### config.mk
export PLATFORM = sky130hd
export DESIGN_NAME = mul_arbiter
export DESIGN_NICKNAME = d
export VERILOG_FILES = /design/src/rtl/mul_arbiter.sv
export SDC_FILE = /design/constraint.sdc
export NUM_CORES = 1
export LEC_CHECK = 0
export BUFFER_PORTS_ARGS = -buffer_cell sky130_fd_sc_hd__buf_2
export CAP_MARGIN = 25
export CORE_AREA = 2 2 156 158
export CTS_BUF_LIST = sky130_fd_sc_hd__clkbuf_2
export CTS_CLUSTER_DIAMETER = 60
export DETAILED_ROUTE_END_ITERATION = 7
export DIE_AREA = 0 0 158 160
export PLACE_DENSITY = 0.59
export SLEW_MARGIN = 10
export SYNTH_ARGS = -nofsm -noshare
export SYNTH_HDL_FRONTEND = slang
export SYNTH_SLANG_ARGS = --single-unit
### constraint.sdc
create_clock -name clk -period 2.9 [get_ports clk]
set_input_delay 0.58 -clock clk [delete_from_list [all_inputs] [get_ports clk]]
set_output_delay 0.58 -clock clk [all_outputs]
set_load 0.03 [all_outputs]
### src/rtl/mul_arbiter.sv
// mul_arbiter: shares one external multiplier between two requesters.
//
// Purpose
//   Picks a winner among req0/req1, latches its operands into mul_a, mul_b
//   and mul_is_signed, pulses mul_start, waits MUL_LATENCY cycles, then
//   captures mul_s into the owner's result register and pulses its done.
//   State sequence: IDLE -> START (1 cycle) -> WAIT (MUL_LATENCY cycles)
//   -> DONE (1 cycle) -> IDLE.
//
// Configuration
//   MUL_ARB_FIXED_PRIO_EN : when defined, req0 always wins a tie and the
//                           round-robin pointer is not built. When undefined,
//                           a tie goes to the requester not granted last.
//
// Handshake
//   A requester raises req with a/b/is_signed stable and keeps them stable
//   until its one-cycle ack. Requests seen outside IDLE are not queued; a
//   req still high at the next IDLE counts as a new request. done is a
//   one-cycle pulse; result holds until the same requester's next done.
//
// Ports
//   clk, rst                     clock, synchronous active-high reset
//   req0/1, a0/1, b0/1           requests and 32-bit operands
//   is_signed0/1                 1 = two's-complement multiply
//   ack0/1, done0/1              one-cycle capture / completion pulses
//   result0/1                    64-bit products, one per requester
//   busy                         high whenever the FSM is not in IDLE
//   mul_start                    one-cycle start strobe to the multiplier
//   mul_a, mul_b, mul_is_signed  latched operands to the multiplier
//   mul_s                        64-bit product from the multiplier
//   dbg_state                    current FSM state (IDLE=0 START=1 WAIT=2 DONE=3)

module mul_arbiter #(
    parameter int MUL_LATENCY = 32
) (
    input  logic        clk,
    input  logic        rst,
    input  logic        req0,
    input  logic        req1,
    input  logic [31:0] a0,
    input  logic [31:0] b0,
    input  logic [31:0] a1,
    input  logic [31:0] b1,
    input  logic        is_signed0,
    input  logic        is_signed1,
    output logic        ack0,
    output logic        ack1,
    output logic        done0,
    output logic        done1,
    output logic [63:0] result0,
    output logic [63:0] result1,
    output logic        busy,
    output logic        mul_start,
    output logic [31:0] mul_a,
    output logic [31:0] mul_b,
    output logic        mul_is_signed,
    input  logic [63:0] mul_s,
    output logic [1:0]  dbg_state
);

    typedef enum logic [1:0] {
        IDLE  = 2'd0,
        START = 2'd1,
        WAIT  = 2'd2,
        DONE  = 2'd3
    } state_t;

    localparam logic [7:0] CNT_INIT = 8'(MUL_LATENCY - 1);

    state_t      state, state_n;
    logic        owner, owner_n;
    logic [7:0]  cnt, cnt_n;
    logic        grant;
    logic        ack0_n, ack1_n, done0_n, done1_n, mul_start_n, busy_n;
    logic [31:0] mul_a_n, mul_b_n;
    logic        mul_is_signed_n;
    logic [63:0] result0_n, result1_n;
`ifndef MUL_ARB_FIXED_PRIO_EN
    logic        last, last_n;
`endif

    assign dbg_state = state;

    // Winner of the current IDLE cycle (0 = requester 0, 1 = requester 1).
`ifdef MUL_ARB_FIXED_PRIO_EN
    always_comb grant = ~req0;
`else
    always_comb grant = (req0 & req1) ? ~last : req1;
`endif

    // Next-state and next-output logic. Every output is a flop, so pulses
    // that belong to a state are raised on the transition into that state.
    always_comb begin
        state_n         = state;
        owner_n         = owner;
        cnt_n           = cnt;
        mul_a_n         = mul_a;
        mul_b_n         = mul_b;
        mul_is_signed_n = mul_is_signed;
        result0_n       = result0;
        result1_n       = result1;
        ack0_n          = 1'b0;
        ack1_n          = 1'b0;
        done0_n         = 1'b0;
        done1_n         = 1'b0;
        mul_start_n     = 1'b0;
`ifndef MUL_ARB_FIXED_PRIO_EN
        last_n          = last;
`endif
        case (state)
            IDLE: begin
                if (req0 | req1) begin
                    state_n         = START;
                    owner_n         = grant;
                    mul_a_n         = grant ? a1 : a0;
                    mul_b_n         = grant ? b1 : b0;
                    mul_is_signed_n = grant ? is_signed1 : is_signed0;
                    ack0_n          = ~grant;
                    ack1_n          = grant;
                    mul_start_n     = 1'b1;
`ifndef MUL_ARB_FIXED_PRIO_EN
                    last_n          = grant;
`endif
                end
            end
            START: begin
                cnt_n   = CNT_INIT;
                state_n = WAIT;
            end
            WAIT: begin
                // Counter runs CNT_INIT..0, i.e. MUL_LATENCY cycles in WAIT.
                if (cnt == 8'd0) begin
                    state_n = DONE;
                    if (owner) begin
                        result1_n = mul_s;
                        done1_n   = 1'b1;
                    end else begin
                        result0_n = mul_s;
                        done0_n   = 1'b1;
                    end
                end else begin
                    cnt_n = cnt - 8'd1;
                end
            end
            DONE: begin
                state_n = IDLE;
            end
            default: begin
                state_n = IDLE;
            end
        endcase
        busy_n = (state_n != IDLE);
    end

    always_ff @(posedge clk) begin
        if (rst) begin
            state         <= IDLE;
            owner         <= 1'b0;
            cnt           <= 8'd0;
            mul_a         <= 32'd0;
            mul_b         <= 32'd0;
            mul_is_signed <= 1'b0;
            result0       <= 64'd0;
            result1       <= 64'd0;
            ack0          <= 1'b0;
            ack1          <= 1'b0;
            done0         <= 1'b0;
            done1         <= 1'b0;
            mul_start     <= 1'b0;
            busy          <= 1'b0;
`ifndef MUL_ARB_FIXED_PRIO_EN
            last          <= 1'b1;  // requester 0 wins the first tie
`endif
        end else begin
            state         <= state_n;
            owner         <= owner_n;
            cnt           <= cnt_n;
            mul_a         <= mul_a_n;
            mul_b         <= mul_b_n;
            mul_is_signed <= mul_is_signed_n;
            result0       <= result0_n;
            result1       <= result1_n;
            ack0          <= ack0_n;
            ack1          <= ack1_n;
            done0         <= done0_n;
            done1         <= done1_n;
            mul_start     <= mul_start_n;
            busy          <= busy_n;
`ifndef MUL_ARB_FIXED_PRIO_EN
            last          <= last_n;
`endif
        end
    end

endmodule

# Word-level counts from Yosys, hierarchy flattened
# Index checks and enable logic that the tools add are counted.
# word_totals
reg_bits,211
in_bits,198
output_inout_bits,201
# classes
n_addsub,1
eq_ne,4
mux,12
n_bitwise,9
n_reduce_logical,11
# ops
op,count
32-bit 2-to-1 mux,2
8-bit case mux with 2 select lines,1
8-bit logical NOT,1
8-bit 2-to-1 mux,1
2-bit case mux with 4 select lines,1
"8-bit by 1-bit subtractor with 8-bit output, second input constant",1
1-bit inverter,7
3-bit AND reduction,2
3-bit OR reduction,2
1-bit 2-to-1 mux,5
"2-bit == test, second input constant",2
2-bit 2-to-1 mux,2
2-bit AND reduction,2
2-bit nonzero test,2
"2-bit by 1-bit == test with 1-bit output, second input constant",1
2-bit logical NOT,1
"2-bit inequality test, second input constant",1
2-bit OR reduction,1
1-bit AND,1
1-bit bitwise OR,1

# Logic depth before layout (Yosys ltp)
# logic_depth
word_depth,4
depth_mapped,8
mapped_depth_nobuf,6

# Worst setup path after synthesis
# OpenSTA, ideal clock, no wires.
# synth_timing
kind,reg-to-reg
startpoint,register state[1] (netlist: dbg_state[1])
endpoint,register result0[52]
setup_ns,0.142
arrival_ns,2.043
required_time_ns,2.758
slack_ns,0.715
path_stages_with_launch,8
n_path_buf,2
period_less_slack_ns,2.185
path_cell_list,dfxtp_1 > ha_1 > or4bb_1 > or3_1 > buf_6 > buf_6 > nand2_2 > a21oi_2
# synth_between
elab_chain_len,2
# synth_rtl
element,line_no,rtl
from (decl),70,"state_t state, state_n;"
from (signal assigned),175,state <= state_n;
2-bit == test,110,case (state)
3-bit AND reduction (no source line),n/a,
to (signal assigned),181,result0 <= result0_n;
to (decl),50,"output logic [63:0] result0,"
# No other way between the ends.
# A chain may end at the register's enable or synchronous reset.

# Worst setup path after layout
# layout_timing
startpoint,register state[0] (netlist: dbg_state[0])
endpoint,register cnt[3]
# layout_between
elab_chain_len,3
# layout_rtl
element,line_no,rtl
2-bit == test or 2-bit by 1-bit == test with 1-bit output (tied branches),110,
2-bit inequality test (no source line) or 2-bit nonzero test (tied branches),n/a,
2-bit AND reduction (no source line),n/a,
to (signal assigned),177,cnt <= cnt_n;
to (decl),72,"logic [7:0] cnt, cnt_n;"
# Parallel ways exist; a longest one is shown, timed or not.

==> results_dict.tcl <==
set metrics [dict create \
    drtAntennaViolNets 0 \
    stdcell_count 1772 \
    dp_hpwl_um 18150 \
    worstHoldPathType "in2reg" \
    power_mw 9.255 \
    grt_pass1_wl_um 39560 \
    wire_per_inst_um 14.66 \
    timing.hold.ws_ps 135.2 \
    final_common_cell "buf_2" \
    yosys-top-cells-area "dfxtp_1 51%, nand2_1 10%, mux2i_1 8.0%" \
    peakVddDrop_uv 323.4 \
    worstPathArrival_ps 2960 \
    place_inst 1610 \
    routabilityCongestion 0.7991 \
    min_period_over_period_pct 78.56 \
    skew_ps 79.60 \
    totalWireLength_um 25990 \
    dpl_cell_area_mm2 0.01060 \
    min_from "a0[3]" \
    yosys.area.top_type "dfxtp_1" \
    first_iter_violations 327 \
    maxSlewHeadroom_pct 51.01 \
    clk_pin_slew_worst_paths_ps 110 \
    drt-vias-per-instance 4.586 \
    syn_area_mm2 0.008258 \
    final_max_slew_viol_count 0 \
    rsz0062_at_grt "no" \
    fmax_mhz 438.9 \
    die-area_mm2 0.02528 \
    core_mm2 0.02382 \
    dr.pass1.iters 5 \
    cts_setup_buffers 0 \
    setup_viol 0 \
    clockBufferDepth 3 \
    clock-root-buffer "clkbuf_2" \
    grt_pass1_vias 7774 \
    netlist_instances 936 \
    final-hold-violation-count 0 \
    rows 57 \
    fin_nets 1610 \
    ctsHtreeMaxLevel 2 \
    maxCapViolations 0 \
    crit_path_top_delay_cell "o22ai_1" \
    ff2ff_setup_slack_ps 620 \
    ys_ff_latch 211 \
    fin_crit_ps 2278 \
    ctsResizeCount 0 \
    numCtsBuffers 55 \
    cts_hold_buf 64 \
    grt_start_max_net_pins 74 \
    path_cells "inv_1 > ha_1 > or4bb_1 > o22ai_1 > o21ai_0 > a31oi_1" \
    drc 0 \
    die_w_um 158 \
    cp_max_fo 12 \
    finalSetupTns_ps 0 \
    synth_warnings 0 \
    cp.required_ps 3580 \
    ys_seq_area_share_pct 51.15 \
    rr_startpoint "dbg_state[0]" \
    critPathMaxStageDelay_ps 580 \
    yosys.cell_types.count 34 \
    num-fill-cells 2369 \
    startpoint "dbg_state[0]" \
    worstMarginPinSlew_ps 733.0 \
    boundaryPins 399 \
    crit_path_start_kind "flip-flop" \
    routed-via-count 8126 \
    leakage_nw 5.308 \
    grt_usage_pct 19.46 \
    cts_tree "done" \
    mostFrequentLayoutCells "397 x buf_2, 221 x nand2_1, 211 x dfxtp_1" \
    final_layout_size_suffix_gt1_share_pct 40.59 \
    port_buffers 398 \
    area_growth_pct 41.94 \
    cp-end-kind "flip-flop" \
    clock_latency_ps 830 \
    syn_nets 1139 \
    dieHeight_um 160 \
    status "complete, no violations" \
    crit_type "reg2reg" \
    fin_area_mm2 0.01172 \
    cts.sinks 211 \
    avgSynthCellArea_um2 8.823 \
    start_util_pct 34.67 \
    antenna_found_initial 2 \
    power_density_mw_per_mm2 789.6 \
    grt-ovfl-total 0 \
    yosysTopAreaCellShare_pct 51.15 \
]
## where the power goes
group          leakage, nW  total, mW  internal (mW)  switching [mW]
Sequential            1.72       3.69           3.41           0.276
Clock                0.371       1.98          0.766            1.21
Combinational         3.22       3.59           1.20            2.39
Total                 5.31       9.26           5.38            3.87
## final cells by class
class                   count  area, um2  share of cell area [%]
diodes                      2      5.005                 0.04270
clock buffers              84      420.4                   3.587
clock inverters            12      55.05                  0.4697
inverters                   6      22.52                  0.1921
multi-input cells         646       3662                   31.24
flip-flops and latches    211       4224                   36.04
well taps                 324      405.4                   3.459
repair buffers            487       2927                   24.97
## per-stage QoR
| stage | util [%] | setup slack (ps) |
|---|---|---|
| final | 49.21 | 621.7 |
| after global routing | 49.21 | 450.7 |
| after CTS | 49.19 | 609.7 |
| after detailed placement | 44.50 | 633.1 |
| after global placement | 44.50 | 689.8 |
| after floorplan | - | 715.2 |
## worst max-delay path: cells and delay by family, from the launching register on
family	cells	cell delay [ps]
compound gates	3	970
simple gates	1	500
flops	1	360
fa+ha+maj	1	280
buf+inv	1	110
## cell families (layout without fill, tap and decap cells)
logic type | after synthesis | count (layout) | share of synthesized area (%)
multiplexers | 66 | 66 | 8.000
buffers and inverters | 79 | 589 | 4.818
adder cells (fa/ha/maj) | 5 | 5 | 0.7576
AND/OR/NAND/NOR | 359 | 359 | 18.53
AO/OA/AOI/OAI | 216 | 216 | 16.74
other | 0 | 2 | 0
flip-flops | 211 | 211 | 51.15
## synthesized netlist by cell type (all sizes together)
| cell type | number |
|---|---|
| nor4bb | 1 |
| a221oi | 1 |
| o21ai | 4 |
| o21a | 1 |
| or2 | 1 |
| a211oi | 65 |
| nor4 | 1 |
| nor3 | 4 |
| a31oi | 3 |
| or4bb | 1 |
| a21boi | 1 |
| a21oi | 135 |
| nand3 | 1 |
| nor2b | 3 |
| o21bai | 1 |
| o31ai | 4 |
| buf | 23 |
| or4 | 5 |
| nor2 | 73 |
| nand2 | 261 |
| mux2i | 66 |
| dfxtp | 211 |
| clkbuf | 50 |
| and3 | 1 |
| inv | 6 |
| or3 | 5 |
| ha | 5 |
| o22ai | 1 |
| nand2b | 2 |
## final timing paths
| kind | end | cells past startpoint |
|---|---|---|
| max | cnt[3] | 6 |
| min reg2reg | result1[32] | 2 |
| max reg2reg | cnt[3] | 6 |
| min | mul_a[3] | 3 |
## flip-flops by register name, indices dropped and copies added, names as in the netlist
register and flops:
done0 1, mul_a 32, mul_start 1, result1 64
mul_b 32, result0 64, busy 1, last 1
done1 1, cnt 8, mul_is_signed 1, ack1 1
dbg_state 2, owner 1, ack0 1
## routing by layer
layer	track usage (%)	routed length (um)
met5	0	0
met4	7.658	735
met3	5.237	2234
met2	33.91	12460
met1	22.50	10560
Power figures use the tool's default switching activity.
